===== src/rtl/spi_slave_interface_pkg.sv =====
// Shared SPI definitions: byte width, clock mode and the peripheral FSM states.
// Pure declarations, no latency; no flow control.
package spi_slave_interface_pkg;

   localparam int SPI_BYTE_W = 8;
   localparam int SPI_CPOL   = 1;
   localparam int SPI_CPHA   = 1;
   localparam int SPI_CNT_W  = $clog2(SPI_BYTE_W);

   typedef enum logic [1:0] {
      IDLE      = 2'd0,
      SHIFT     = 2'd1,
      BYTE_DONE = 2'd2
   } spi_slv_state_t;

   function automatic logic [SPI_BYTE_W-1:0] spi_shift_in(
      input logic [SPI_BYTE_W-1:0] cur,
      input logic                  din
   );
      return {cur[SPI_BYTE_W-2:0], din};
   endfunction

endpackage


===== src/rtl/spi_slave_interface_if.sv =====
// SPI pins plus fabric-side byte handshake of the peripheral endpoint.
// Wiring only, no latency; tx side uses load/tx_ready, rx side is a valid strobe without backpressure.
interface spi_slave_interface_if;
   import spi_slave_interface_pkg::*;

   logic                  sclk;
   logic                  slave_select;
   logic                  mosi;
   logic                  miso;
   logic                  miso_oe;
   logic [SPI_BYTE_W-1:0] send_data;
   logic                  load;
   logic                  tx_ready;
   logic [SPI_BYTE_W-1:0] recieved_data;
   logic                  rx_valid;
   logic                  busy;
   logic                  tx_underrun;
   logic                  frame_abort;

   modport slave (
      input  sclk, slave_select, mosi, send_data, load,
      output miso, miso_oe, tx_ready, recieved_data, rx_valid, busy, tx_underrun, frame_abort
   );

   modport master (
      output sclk, slave_select, mosi, send_data, load,
      input  miso, miso_oe, tx_ready, recieved_data, rx_valid, busy, tx_underrun, frame_abort
   );
endinterface


===== src/rtl/spi_slave_interface_edge_sync.sv =====
// Multi-flop synchronizer with rise/fall detect on the synchronized level.
// Latency: STAGES clk to level_o, edge pulses valid alongside; no backpressure.
module spi_slave_interface_edge_sync #(
   parameter int   STAGES = 2,
   parameter logic INIT   = 1'b1
) (
   input  logic clk,
   input  logic rst,
   input  logic din_i,
   output logic level_o,
   output logic rise_o,
   output logic fall_o
);

   logic [STAGES-1:0] sync_q;
   logic              prev_q;

   always_ff @(posedge clk or negedge rst) begin
      if (!rst) begin
         sync_q <= {STAGES{INIT}};
         prev_q <= INIT;
      end else begin
         sync_q <= {sync_q[STAGES-2:0], din_i};
         prev_q <= sync_q[STAGES-1];
      end
   end

   assign level_o = sync_q[STAGES-1];
   assign rise_o  = ~prev_q &  sync_q[STAGES-1];
   assign fall_o  =  prev_q & ~sync_q[STAGES-1];

endmodule


===== src/rtl/spi_slave_interface.sv =====
// SPI mode-3 peripheral: oversampled byte transfers, MSB first, rx strobe and tx holding register.
// rx_valid follows the 8th sclk rise by SYNC_STAGES+2 clk; tx accepts a byte only while tx_ready.
module spi_slave_interface
   import spi_slave_interface_pkg::*;
#(
   parameter int                    SYNC_STAGES = 2,
   parameter logic [SPI_BYTE_W-1:0] DEFAULT_TX  = 8'hFF
) (
   input logic                   clk,
   input logic                   rst,
   spi_slave_interface_if.slave  spi
);

   localparam logic                 SCLK_IDLE      = (SPI_CPOL != 0);
   localparam logic                 LAUNCH_ON_FALL = (SPI_CPOL == SPI_CPHA);
   localparam logic [SPI_CNT_W-1:0] CNT_MAX        = SPI_CNT_W'(SPI_BYTE_W - 1);

   logic sclk_lvl, sclk_rise, sclk_fall;
   logic ss_lvl, ss_rise, ss_fall;
   logic mosi_s, ss_active, launch, sample, mid_bit;
   logic [SYNC_STAGES-1:0] mosi_sync_q;

   spi_slave_interface_edge_sync #(.STAGES(SYNC_STAGES), .INIT(SCLK_IDLE)) u_sclk_sync (
      .clk     (clk),
      .rst     (rst),
      .din_i   (spi.sclk),
      .level_o (sclk_lvl),
      .rise_o  (sclk_rise),
      .fall_o  (sclk_fall)
   );

   spi_slave_interface_edge_sync #(.STAGES(SYNC_STAGES), .INIT(1'b1)) u_ss_sync (
      .clk     (clk),
      .rst     (rst),
      .din_i   (spi.slave_select),
      .level_o (ss_lvl),
      .rise_o  (ss_rise),
      .fall_o  (ss_fall)
   );

   // mosi gets the same depth as sclk so data and its sampling edge stay aligned
   always_ff @(posedge clk or negedge rst) begin
      if (!rst) mosi_sync_q <= '1;
      else      mosi_sync_q <= {mosi_sync_q[SYNC_STAGES-2:0], spi.mosi};
   end

   assign mosi_s    = mosi_sync_q[SYNC_STAGES-1];
   assign ss_active = ~ss_lvl;
   assign launch    = LAUNCH_ON_FALL ? sclk_fall : sclk_rise;
   assign sample    = LAUNCH_ON_FALL ? sclk_rise : sclk_fall;
   assign mid_bit   = (sclk_lvl != SCLK_IDLE);

   spi_slv_state_t        state_q, state_d;
   logic [SPI_BYTE_W-1:0] shift_q, shift_d;
   logic [SPI_CNT_W-1:0]  bit_cnt_q, bit_cnt_d;
   logic                  miso_q, miso_d;
   logic [SPI_BYTE_W-1:0] rx_data_q, rx_data_d;
   logic                  rx_valid_q, rx_valid_d;
   logic                  underrun_q, underrun_d;
   logic                  abort_q, abort_d;
   logic [SPI_BYTE_W-1:0] hold_q, hold_d;
   logic                  hold_full_q, hold_full_d;
   logic                  reload, capture;

   always_ff @(posedge clk or negedge rst) begin
      if (!rst) begin
         state_q     <= IDLE;
         shift_q     <= '0;
         bit_cnt_q   <= '0;
         miso_q      <= 1'b1;
         rx_data_q   <= '0;
         rx_valid_q  <= 1'b0;
         underrun_q  <= 1'b0;
         abort_q     <= 1'b0;
         hold_q      <= '0;
         hold_full_q <= 1'b0;
      end else begin
         state_q     <= state_d;
         shift_q     <= shift_d;
         bit_cnt_q   <= bit_cnt_d;
         miso_q      <= miso_d;
         rx_data_q   <= rx_data_d;
         rx_valid_q  <= rx_valid_d;
         underrun_q  <= underrun_d;
         abort_q     <= abort_d;
         hold_q      <= hold_d;
         hold_full_q <= hold_full_d;
      end
   end

   always_comb begin
      state_d    = state_q;
      shift_d    = shift_q;
      bit_cnt_d  = bit_cnt_q;
      miso_d     = miso_q;
      rx_data_d  = rx_data_q;
      rx_valid_d = 1'b0;
      underrun_d = 1'b0;
      abort_d    = 1'b0;
      reload     = 1'b0;

      case (state_q)
         IDLE: begin
            miso_d    = 1'b1;
            bit_cnt_d = '0;
            if (ss_fall) begin
               reload  = 1'b1;
               state_d = SHIFT;
            end
         end
         SHIFT: begin
            // deselect outranks a same-cycle sample edge; a half-clocked bit counts as partial
            if (ss_rise) begin
               state_d = IDLE;
               miso_d  = 1'b1;
               abort_d = (bit_cnt_q != '0) || mid_bit || sample;
            end else begin
               if (launch) miso_d = shift_q[SPI_BYTE_W-1];
               if (sample) begin
                  shift_d   = spi_shift_in(shift_q, mosi_s);
                  bit_cnt_d = bit_cnt_q + 1'b1;
                  if (bit_cnt_q == CNT_MAX) begin
                     rx_data_d = spi_shift_in(shift_q, mosi_s);
                     state_d   = BYTE_DONE;
                  end
               end
            end
         end
         BYTE_DONE: begin
            rx_valid_d = 1'b1;
            if (ss_active) begin
               reload  = 1'b1;
               state_d = SHIFT;
            end else begin
               miso_d  = 1'b1;
               state_d = IDLE;
            end
         end
         default: state_d = IDLE;
      endcase

      if (reload) begin
         shift_d    = hold_full_q ? hold_q : DEFAULT_TX;
         underrun_d = ~hold_full_q;
         bit_cnt_d  = '0;
      end

      // a load racing the reload still lands: the reload already took the old byte
      capture     = spi.load && (!hold_full_q || reload);
      hold_d      = capture ? spi.send_data : hold_q;
      hold_full_d = capture ? 1'b1 : (reload ? 1'b0 : hold_full_q);
   end

   assign spi.miso          = miso_q;
   assign spi.miso_oe       = (state_q != IDLE);
   assign spi.busy          = (state_q == SHIFT);
   assign spi.tx_ready      = ~hold_full_q;
   assign spi.recieved_data = rx_data_q;
   assign spi.rx_valid      = rx_valid_q;
   assign spi.tx_underrun   = underrun_q;
   assign spi.frame_abort   = abort_q;

endmodule


===== src/flat_wrapper.sv =====
// flat-port wrapper written by rule: the top's interface ports become plain ports
module spi_slave_interface_flat import spi_slave_interface_pkg::*;
#(
   parameter int                    SYNC_STAGES = 2,
   parameter logic [SPI_BYTE_W-1:0] DEFAULT_TX  = 8'hFF
)
  (clk, rst, spi_sclk, spi_slave_select, spi_mosi, spi_send_data, spi_load, spi_miso, spi_miso_oe, spi_tx_ready, spi_recieved_data, spi_rx_valid, spi_busy, spi_tx_underrun, spi_frame_abort);
  spi_slave_interface_if spi_i ();
  input logic clk;
  input logic rst;
  input wire logic [$bits(spi_i.sclk)-1:0] spi_sclk;
  input wire logic [$bits(spi_i.slave_select)-1:0] spi_slave_select;
  input wire logic [$bits(spi_i.mosi)-1:0] spi_mosi;
  input wire logic [$bits(spi_i.send_data)-1:0] spi_send_data;
  input wire logic [$bits(spi_i.load)-1:0] spi_load;
  output wire logic [$bits(spi_i.miso)-1:0] spi_miso;
  output wire logic [$bits(spi_i.miso_oe)-1:0] spi_miso_oe;
  output wire logic [$bits(spi_i.tx_ready)-1:0] spi_tx_ready;
  output wire logic [$bits(spi_i.recieved_data)-1:0] spi_recieved_data;
  output wire logic [$bits(spi_i.rx_valid)-1:0] spi_rx_valid;
  output wire logic [$bits(spi_i.busy)-1:0] spi_busy;
  output wire logic [$bits(spi_i.tx_underrun)-1:0] spi_tx_underrun;
  output wire logic [$bits(spi_i.frame_abort)-1:0] spi_frame_abort;
  assign spi_i.sclk = spi_sclk;
  assign spi_i.slave_select = spi_slave_select;
  assign spi_i.mosi = spi_mosi;
  assign spi_i.send_data = spi_send_data;
  assign spi_i.load = spi_load;
  assign spi_miso = spi_i.miso;
  assign spi_miso_oe = spi_i.miso_oe;
  assign spi_tx_ready = spi_i.tx_ready;
  assign spi_recieved_data = spi_i.recieved_data;
  assign spi_rx_valid = spi_i.rx_valid;
  assign spi_busy = spi_i.busy;
  assign spi_tx_underrun = spi_i.tx_underrun;
  assign spi_frame_abort = spi_i.frame_abort;
  spi_slave_interface #(.SYNC_STAGES(SYNC_STAGES), .DEFAULT_TX(DEFAULT_TX)) u_core (.clk(clk), .rst(rst), .spi(spi_i));
endmodule

===== config.mk =====
export PLATFORM = sky130hd
export DESIGN_NAME = spi_slave_interface_flat
export DESIGN_NICKNAME = d
export VERILOG_FILES = /design/src/rtl/spi_slave_interface_pkg.sv /design/src/rtl/spi_slave_interface_if.sv /design/src/rtl/spi_slave_interface_edge_sync.sv /design/src/rtl/spi_slave_interface.sv /design/src/flat_wrapper.sv
export SDC_FILE = /design/constraint.sdc
export NUM_CORES = 1
export LEC_CHECK = 0
export CORE_MARGIN = 3
export CORE_UTILIZATION = 50
export DETAILED_ROUTE_END_ITERATION = 10
export PLACE_DENSITY = 0.76
export SETUP_SLACK_MARGIN = 0.3
export SLEW_MARGIN = 0
export SYNTH_ARGS = -nofsm -noshare
export SYNTH_HDL_FRONTEND = slang
export SYNTH_SLANG_ARGS = --single-unit

===== constraint.sdc =====
create_clock -name clk -period 2.5 [get_ports clk]
set_clock_uncertainty 0.15 [all_clocks]
set_input_delay 0.5 -clock clk [delete_from_list [all_inputs] [get_ports clk]]
set_output_delay 0.5 -clock clk [all_outputs]
set_load 0.02 [all_outputs]

### Yosys cells after proc, flatten, opt, wreduce, memory -nomap -nowiden

Index checks and enable logic that the tools add are counted.

| storage, ports and cells | value |
|---|---|
| flip-flop bits (word level) | 42 |
| output and inout port bits | 15 |
| word-level logic and storage cells | 83 |

| cells by class | value |
|---|---|
| add/sub/neg operators | 1 |
| equal/unequal tests | 11 |
| mux-type cells | 28 |
| bitwise gates (word level) | 10 |
| reduce and logical (&&, ||, !) cells | 18 |

Operator list:

| kind | number |
|---|---|
| $mux W8 | 5 |
| $mux W1 | 12 |
| $ne A3 B1 Y1 const B | 4 |
| $reduce_and A3 Y1 | 4 |
| $mux W3 | 3 |
| $reduce_bool A3 Y1 | 3 |
| $mux W2 | 4 |
| $reduce_bool A2 Y1 | 4 |
| $not A1 Y1 | 6 |
| $pmux W2 S3 | 1 |
| $pmux W3 S2 | 1 |
| $and A1 B1 Y1 | 4 |
| $ne A2 B2 Y1 const B | 2 |
| $reduce_and A4 Y1 | 1 |
| $add A3 B1 Y3 const B | 1 |
| $eq A3 B3 Y1 const B | 1 |
| $logic_or A1 B1 Y1 | 3 |
| $ne A3 B3 Y1 const B | 1 |
| $pmux W1 S3 | 1 |
| $eq A2 B1 Y1 const B | 1 |
| $eq A2 B2 Y1 const B | 1 |
| $logic_not A2 Y1 | 1 |
| $ne A2 B1 Y1 const B | 1 |
| $pmux W1 S2 | 1 |
| other kinds (2) | 2 |

### Longest topological paths before layout

Gate-level depths: netlist of the first run.

| depth | value |
|---|---|
| depth after elaboration | 7 |
| depth in mapped cells | 5 |

### Modules after synthesis

From an unflattened synthesis of the first run, not the netlist that was laid out.

| unflattened totals | value |
|---|---|
| cell total of the unflattened synthesis | 130 |
| area total of the unflattened synthesis | 1740.4 um^2 |

Modules (own cells, without submodules):

| module | instances | cells each | area an instance (um^2) | seq. area each (um^2) |
|---|---|---|---|---|
| spi_slave_interface | 1 | 120 | 1552.7 | 904.6 |
| spi_slave_interface_edge_sync | 2 | 5 | 93.8 | 78.8 |

### Worst setup path before layout of the first run

No wires, ideal clock.

| timing path | value |
|---|---|
| path kind | flip-flop to flip-flop |
| start | reg u_core.u_ss_sync.sync_q[1] |
| end | reg u_core.hold_q[0] |
| setup time | 125 ps |
| arrival | 1414 ps |
| required time | 2225 ps |
| setup slack | 811 ps |
| stages on the path, launching flop included | 6 |
| period minus slack after synthesis | 1689 ps |
| path through | dfstp_2 -> nor2_1 -> o21a_1 -> buf_2 -> o21ai_4 -> mux2_2 |

| between the ends | value |
|---|---|
| cells in the longest elaborated chain, start to end | 6 |
| elaborated cells on any way between the ends | 7 |
| classes of those cells | mux (3); bitwise (2); reduce/logical (2) |

RTL lines:

| item | line | RTL |
|---|---|---|
| from (decl) | spi_slave_interface_edge_sync.sv:15 | `logic [STAGES-1:0] sync_q;` |
| from (signal assigned) | spi_slave_interface_edge_sync.sv:20 | `sync_q <= {STAGES{INIT}};` |
| from (signal assigned) | spi_slave_interface_edge_sync.sv:23 | `sync_q <= {sync_q[STAGES-2:0], din_i};` |
| $not A1 Y1 | - |  |
| $and A1 B1 Y1 | spi_slave_interface_edge_sync.sv:30 | `assign fall_o = prev_q & ~sync_q[STAGES-1];` |
| $mux W1 | spi_slave_interface.sv:106 | `if (ss_fall) begin` |
| $pmux W1 S2 (*) | spi_slave_interface.sv:102 | `case (state_q)` |
| $logic_or A1 B1 Y1 (*) | spi_slave_interface.sv:149 | `capture = spi.load && (!hold_full_q \|\| reload);` |
| $logic_and A1 B1 Y1 (*) | spi_slave_interface.sv:149 |  |
| to (signal assigned) | spi_slave_interface.sv:86 | `hold_q <= hold_d;` |
| to (decl) | spi_slave_interface.sv:61 | `logic [SPI_BYTE_W-1:0] hold_q, hold_d;` |

Mark *: on every way between the ends. The rest lies on a longest branch, timed or not.
A chain may end at the register's enable or synchronous reset.

### Worst setup path in the final report of the first run

| timing path | value |
|---|---|
| start | reg u_core.miso_q, in the netlist u_core.spi.miso |
| end | out spi_miso |

RTL lines:

| item | line | RTL |
|---|---|---|
| from (decl) | spi_slave_interface.sv:56 | `logic miso_q, miso_d;` |
| from (signal assigned) | spi_slave_interface.sv:81 | `miso_q <= miso_d;` |
| to (decl) | flat_wrapper.sv:16 | `output wire logic [$bits(spi_i.miso)-1:0] spi_miso;` |

No word-level cell between the ends.

==> impl_metrics.tcl, run 1 <==
set metrics [dict create \
    grt_pass1_vias 1185 \
    leakage_nw 0.921 \
    synth_adder_area_share 0.0223 \
    syn_to_final_growth_pct 21.4 \
    grt_usage 0.168 \
    min_period_ns 2.14 \
    clock_sinks 42 \
    dr.pass1.iters 4 \
    clkTransAtPathRegs_ns 0.11 \
    top_usage_layer "met2" \
    synth_edf_count 0 \
    place_ws_ns 0.472 \
    path_cells "clkdlybuf4s50_1" \
    path_class "reg2out" \
    synth-compound-area-share 0.108 \
    start_util 0.538 \
    drv.max_cap_violation_count 0 \
    die-area_um2 4100 \
    die_h_um 64.0 \
    clock_path_buffers 2 \
    yosysMostFrequentCell "dfrtp_1" \
    syn-instance-count 133 \
    tightest_slew_ns 1.08 \
    outcome "complete, no violations" \
    final_nets 182 \
    drtAntennaViolNets 0 \
    synth.area.top_cells "dfrtp_1 (49%), dfstp_2 (14%), mux2_2 (11%)" \
    ys_types 29 \
    critPathMaxStageDelay_ns 0.59 \
    post-route-util 0.654 \
    rsz0062_at_grt "false" \
    ys_seq_elements 42 \
    drive_gt1_frac 0.235 \
    cpMaxStageDelayCell "clkdlybuf4s50_1" \
    ys_async_sr_fraction 1.00 \
    totalWireLength_um 3040 \
    via_count 1105 \
    route.detailed.drc 0 \
    synth_top_area_share 0.490 \
    n_fill_cell 260 \
    n_antenna_cell 0 \
    hold_viol_final 0 \
    grt_max_degree 43 \
    vdd_drop_max_v 0.000416 \
    worstPathArrival_ns 1.49 \
    yosys_warnings 0 \
    cp.required_ns 1.85 \
    grt.overflow.total 0 \
    wl_per_cell_um 14.5 \
    fin_crit_sh 0.855 \
    vias_per_cell 5.26 \
    slew_violations 0 \
    cts_max_level 2 \
    cp_max_fo 2 \
    cts_buffers 5 \
    cts_tree "built" \
    seq_area_frac_synth 0.631 \
    grt_use_met2 0.276 \
    slew-limit-headroom 0.275 \
    antenna_found_initial 0 \
    endpoint_kind "primary output" \
    synth.top_cells.by_count "dfrtp_1 (33), a21oi_1 (16), mux2_2 (16)" \
    row_count 20 \
    fp.coreArea_um2 3130 \
    place_inst 202 \
    netlist_area_um2 1680 \
    gp_congestion 0.869 \
    insertion_delay_ns 0.35 \
    die_width_um 64.0 \
    fin_ws_ns 0.362 \
    start_kind "flop" \
    met3_usage 0.0598 \
    synth_top_family_by_area "simple AND/OR/NAND/NOR gates" \
    avgSynthCellArea_um2 12.7 \
    setup_viol 0 \
    synth_nets 150 \
    grt_use_met1 0.193 \
    netlist.top_cell.by_area "dfrtp_1" \
    ioPinCount 29 \
    max_freq_ghz 0.468 \
    portBuffers 28 \
    cts_setup_buffers 0 \
    min_path_type "in2async" \
    tns_ns 0 \
    dp_hpwl_um 2200 \
    muxShareOfSynthArea 0.107 \
    cp_top_family "buffers and inverters" \
    cts-root-buf "clkbuf_4" \
    yosys.area_share.simple 0.110 \
    grt_pass1_wl_um 5210 \
    synth_xor_xnor_area_share 0 \
    power_density_nw_per_um2 719 \
    fin_cells 210 \
    crit_buf_inv 1 \
    drt_iter0_markers 29 \
    synthFlopType "dfrtp_1" \
]
## metal layers
layer,up-vias,share of wire
li1,530,-
met1,534,0.44
met2,34,0.47
met3,7,0.071
met4,0,0.019
met5,-,0
## cells by family after synthesis
logic type	after synthesis
DFF	42
AOI/OAI and AO/OA	29
and+or+nand+nor	34
adders and majority gates	3
muxes	16
buffers and inverters	9
## stage by stage
step / hold slack (ns) / power [W] / cell area, um2
2_1_floorplan: 0.0544 / 0.00106 / 1680
3_3_place_gp: 0.196 / 0.00116 / 2000
3_5_place_dp: 0.197 / 0.00118 / 2000
4_1_cts: 0.121 / 0.00149 / 2050
5_1_grt: 0.150 / 0.00156 / 2040
6_report: 0.102 / 0.00147 / 2040
## layout make-up
cell class	instances	area (um2)	share of cell area
Clock buffer	8	48.8	0.0239
Inverter	5	18.8	0.00918
Multi-Input combinational cell	82	584	0.286
Sequential cell	42	1060	0.520
Tap cell	44	55.1	0.0269
Timing Repair Buffer	29	275	0.135
## placed cells by master (no fill, tap or decap), drive strengths merged
| master | synthesis | layout |
|---|---|---|
| a21boi | 1 | 1 |
| a21o | 1 | 1 |
| a21oi | 16 | 16 |
| a22o | 2 | 2 |
| a31oi | 1 | 1 |
| a32oi | 1 | 1 |
| and4b | 1 | 1 |
| buf | 3 | 2 |
| clkbuf | 1 | 9 |
| clkdlybuf4s50 | 0 | 24 |
| dfrtp | 33 | 33 |
| dfstp | 9 | 9 |
| dlygate4sd2 | 0 | 2 |
| ha | 3 | 3 |
| inv | 5 | 5 |
| mux2 | 16 | 16 |
| nand2 | 11 | 11 |
| nand2b | 5 | 5 |
| nor2 | 3 | 3 |
| nor2b | 2 | 2 |
| nor3 | 10 | 10 |
| o21a | 1 | 1 |
| o21ai | 5 | 5 |
| o32a | 1 | 1 |
| or2 | 1 | 1 |
| or3 | 1 | 1 |
## registers in the layout, indices dropped and copies added, names as in the netlist, 2 cells and up
name / count
u_core.hold_q: 8
u_core.bit_cnt_q: 3
u_core.state_q: 2
u_core.mosi_sync_q: 2
u_core.u_ss_sync.sync_q: 2
u_core.u_sclk_sync.sync_q: 2
u_core.spi.recieved_data: 8
u_core.shift_q: 8
## repair_timing
action	4_1_cts	5_1_grt
endpoints found under the setup margin	3	1
hold buffers	0	0
resized for setup	3	2
## final timing paths
path / depth (start not counted) / end / slack (ns) / startpoint
setup / recovery: 1 / spi_miso / 0.36 / u_core.spi.miso$_DFFE_PN1P_
hold / removal: 1 / u_core.spi.frame_abort$_DFF_PN0_ / 0.10 / rst
setup reg to reg: 2 / u_core.state_q[0]$_DFFE_PN0P_ / 0.62 / u_core.state_q[1]$_DFFE_PN0P_
hold reg to reg: 0 / u_core.u_sclk_sync.sync_q[1]$_DFF_PN1_ / 0.21 / u_core.u_sclk_sync.sync_q[0]$_DFF_PN1_
max in group asynchronous: 1 / u_core.hold_q[7]$_DFFE_PN0P_ / 1.55 / rst
min in group clk: 0 / u_core.u_sclk_sync.sync_q[1]$_DFF_PN1_ / 0.21 / u_core.u_sclk_sync.sync_q[0]$_DFF_PN1_
## where the power goes
group	internal, W	switching (W)	leakage [nW]
Combinational	0.000128	0.000130	0.386
Sequential	0.000806	0.0000924	0.509
Clock	0.000112	0.000201	0.0265
Total	0.00105	0.000424	0.921
No activity file was read; power rests on OpenSTA's default activity.
==> run 2: changes to the inputs <==
GPL_TIMING_DRIVEN = 0   (was default)
==> impl_metrics.tcl, run 2 (synthesis results as in run 1) <==
set metrics [dict create \
    outcome "complete, no violations" \
    die-area_um2 4100 \
    cts_tree "built" \
    clock_path_buffers 2 \
    path_class "reg2out" \
    cts_buffers 5 \
    min_period_ns 2.14 \
    grt_pass1_wl_um 4940 \
    gp_congestion 0.802 \
    drtAntennaViolNets 0 \
    rsz0062_at_grt "false" \
    start_util 0.538 \
    drv.max_cap_violation_count 0 \
    vias_per_cell 5.31 \
    ioPinCount 29 \
    clock_sinks 42 \
    n_antenna_cell 0 \
    place_area_um2 2010 \
    grt_max_degree 43 \
    tightest_slew_ns 0.873 \
    final_cell_mix "dfrtp_1 (32), clkdlybuf4s50_1 (24), mux2_2 (16), a21oi_1 (16), nand2_1 (10)" \
    path_depth 1 \
    max_freq_ghz 0.467 \
    grt_usage 0.154 \
    drt_iter0_markers 33 \
    final_nets 185 \
    totalWireLength_um 2790 \
    row_count 20 \
    cts_max_level 2 \
    power_density_nw_per_um2 721 \
    endpoint_kind "primary output" \
    post-route-util 0.662 \
    cp_top_family "buffers and inverters" \
    die_width_um 64.0 \
    vdd_drop_max_v 0.000493 \
    rr_startpoint "u_core.u_ss_sync.sync_q[1]$_DFF_PN1_" \
    grt_pass1_vias 1114 \
    critPathMaxStageDelay_ns 0.60 \
    crit_buf_inv 1 \
    portBuffers 28 \
    antenna_found_initial 0 \
    path_cells "clkdlybuf4s50_1" \
    hold_viol_final 0 \
    grt.overflow.total 0 \
    start_kind "flop" \
    slew_violations 0 \
    ff2ff_path_depth 5 \
    min_path_type "in2async" \
    cp_max_fo 2 \
    cpMaxStageDelayCell "clkdlybuf4s50_1" \
    crit_path_end "spi_miso" \
    drive_gt1_frac 0.266 \
    syn_to_final_growth_pct 23.0 \
    mostFrequentLayoutCell "dfrtp_1" \
    clkTransAtPathRegs_ns 0.12 \
    die_h_um 64.0 \
    fin_crit_sh 0.857 \
    wl_per_cell_um 13.1 \
    timing.rr.end "u_core.hold_q[0]$_DFFE_PN0P_" \
    via_count 1132 \
    route.detailed.drc 0 \
    slew-limit-headroom 0.418 \
    fp.coreArea_um2 3130 \
    setup_viol 0 \
    worstSetupStartpoint "u_core.spi.miso$_DFFE_PN1P_" \
    dp_hpwl_um 2060 \
    cts-root-buf "clkbuf_4" \
    leakage_nw 0.936 \
    worstPathArrival_ns 1.49 \
    cp.required_ns 1.85 \
    insertion_delay_ns 0.34 \
    dr.pass1.iters 4 \
    r2r_slack_ns 0.66 \
    final_cell_area_um2 2070 \
]
==> run 2: cell count changes in the layout (fill, tap and decap cells not counted) <==
cell,change
dfrtp_1,-1
clkbuf_8,+1
buf_2,+3
clkbuf_1,-2
clkinv_2,+1
buf_4,-1
clkinvlp_4,+1
dfrtp_2,+1
==> run 2: area by class of cell <==
cell class	count	area, um2
Sequential cell	42	1060
Fill cell	262	1060
Multi-Input combinational cell	82	584
Timing Repair Buffer	28	268
Tap cell	44	55.1
Clock buffer	6	51.3
Buffer	4	18.8
Inverter	5	18.8
Clock inverter	2	12.5
==> run 2: how the worst min path moves through the flow <==
stage | to | slack (ns) | depth (start not counted)
final | u_core.spi.frame_abort$_DFF_PN0_ | 0.11 | 1
after global routing | u_core.bit_cnt_q[0]$_DFFE_PN0P_ | 0.17 | 1
after CTS | u_core.bit_cnt_q[0]$_DFFE_PN0P_ | 0.14 | 1
after detailed placement | u_core.mosi_sync_q[1]$_DFF_PN1_ | 0.20 | 0
after global placement | u_core.mosi_sync_q[1]$_DFF_PN1_ | 0.20 | 0
after floorplan | u_core.bit_cnt_q[0]$_DFFE_PN0P_ | 0.05 | 0
==> run 2: metrics by stage <==
stage	instances	setup TNS, ns	setup slack [ns]	total power, W	hold WS [ns]
finish	213	0	0.359	0.00149	0.109
global route	213	0	0.310	0.00159	0.167
CTS	213	0	0.336	0.00151	0.143
detailed placement	205	0	0.454	0.00117	0.197
global placement	205	-6.02	-0.183	0.00116	0.196
floorplan	133	0	0.811	0.00106	0.0544
==> run 2: metal layers <==
| layer | wire, um | share of wire | track usage |
|---|---|---|---|
| met5 | 0 | 0 | 0 |
| met4 | 10 | 0.0036 | 0.0243 |
| met3 | 198 | 0.071 | 0.0527 |
| met2 | 1320 | 0.47 | 0.250 |
| met1 | 1260 | 0.45 | 0.203 |
==> run 2: repair_timing <==
action	CTS	global route
endpoints found under the setup margin	3	1
buffers inserted	0	0
gates resized for setup	3	3
hold buffers	0	0
==> run 2: report_power, final <==
| part | internal, W | total (W) | switching, W |
|---|---|---|---|
| sequential | 0.000806 | 0.000893 | 0.0000870 |
| clock | 0.000135 | 0.000343 | 0.000208 |
| combinational | 0.000130 | 0.000257 | 0.000127 |
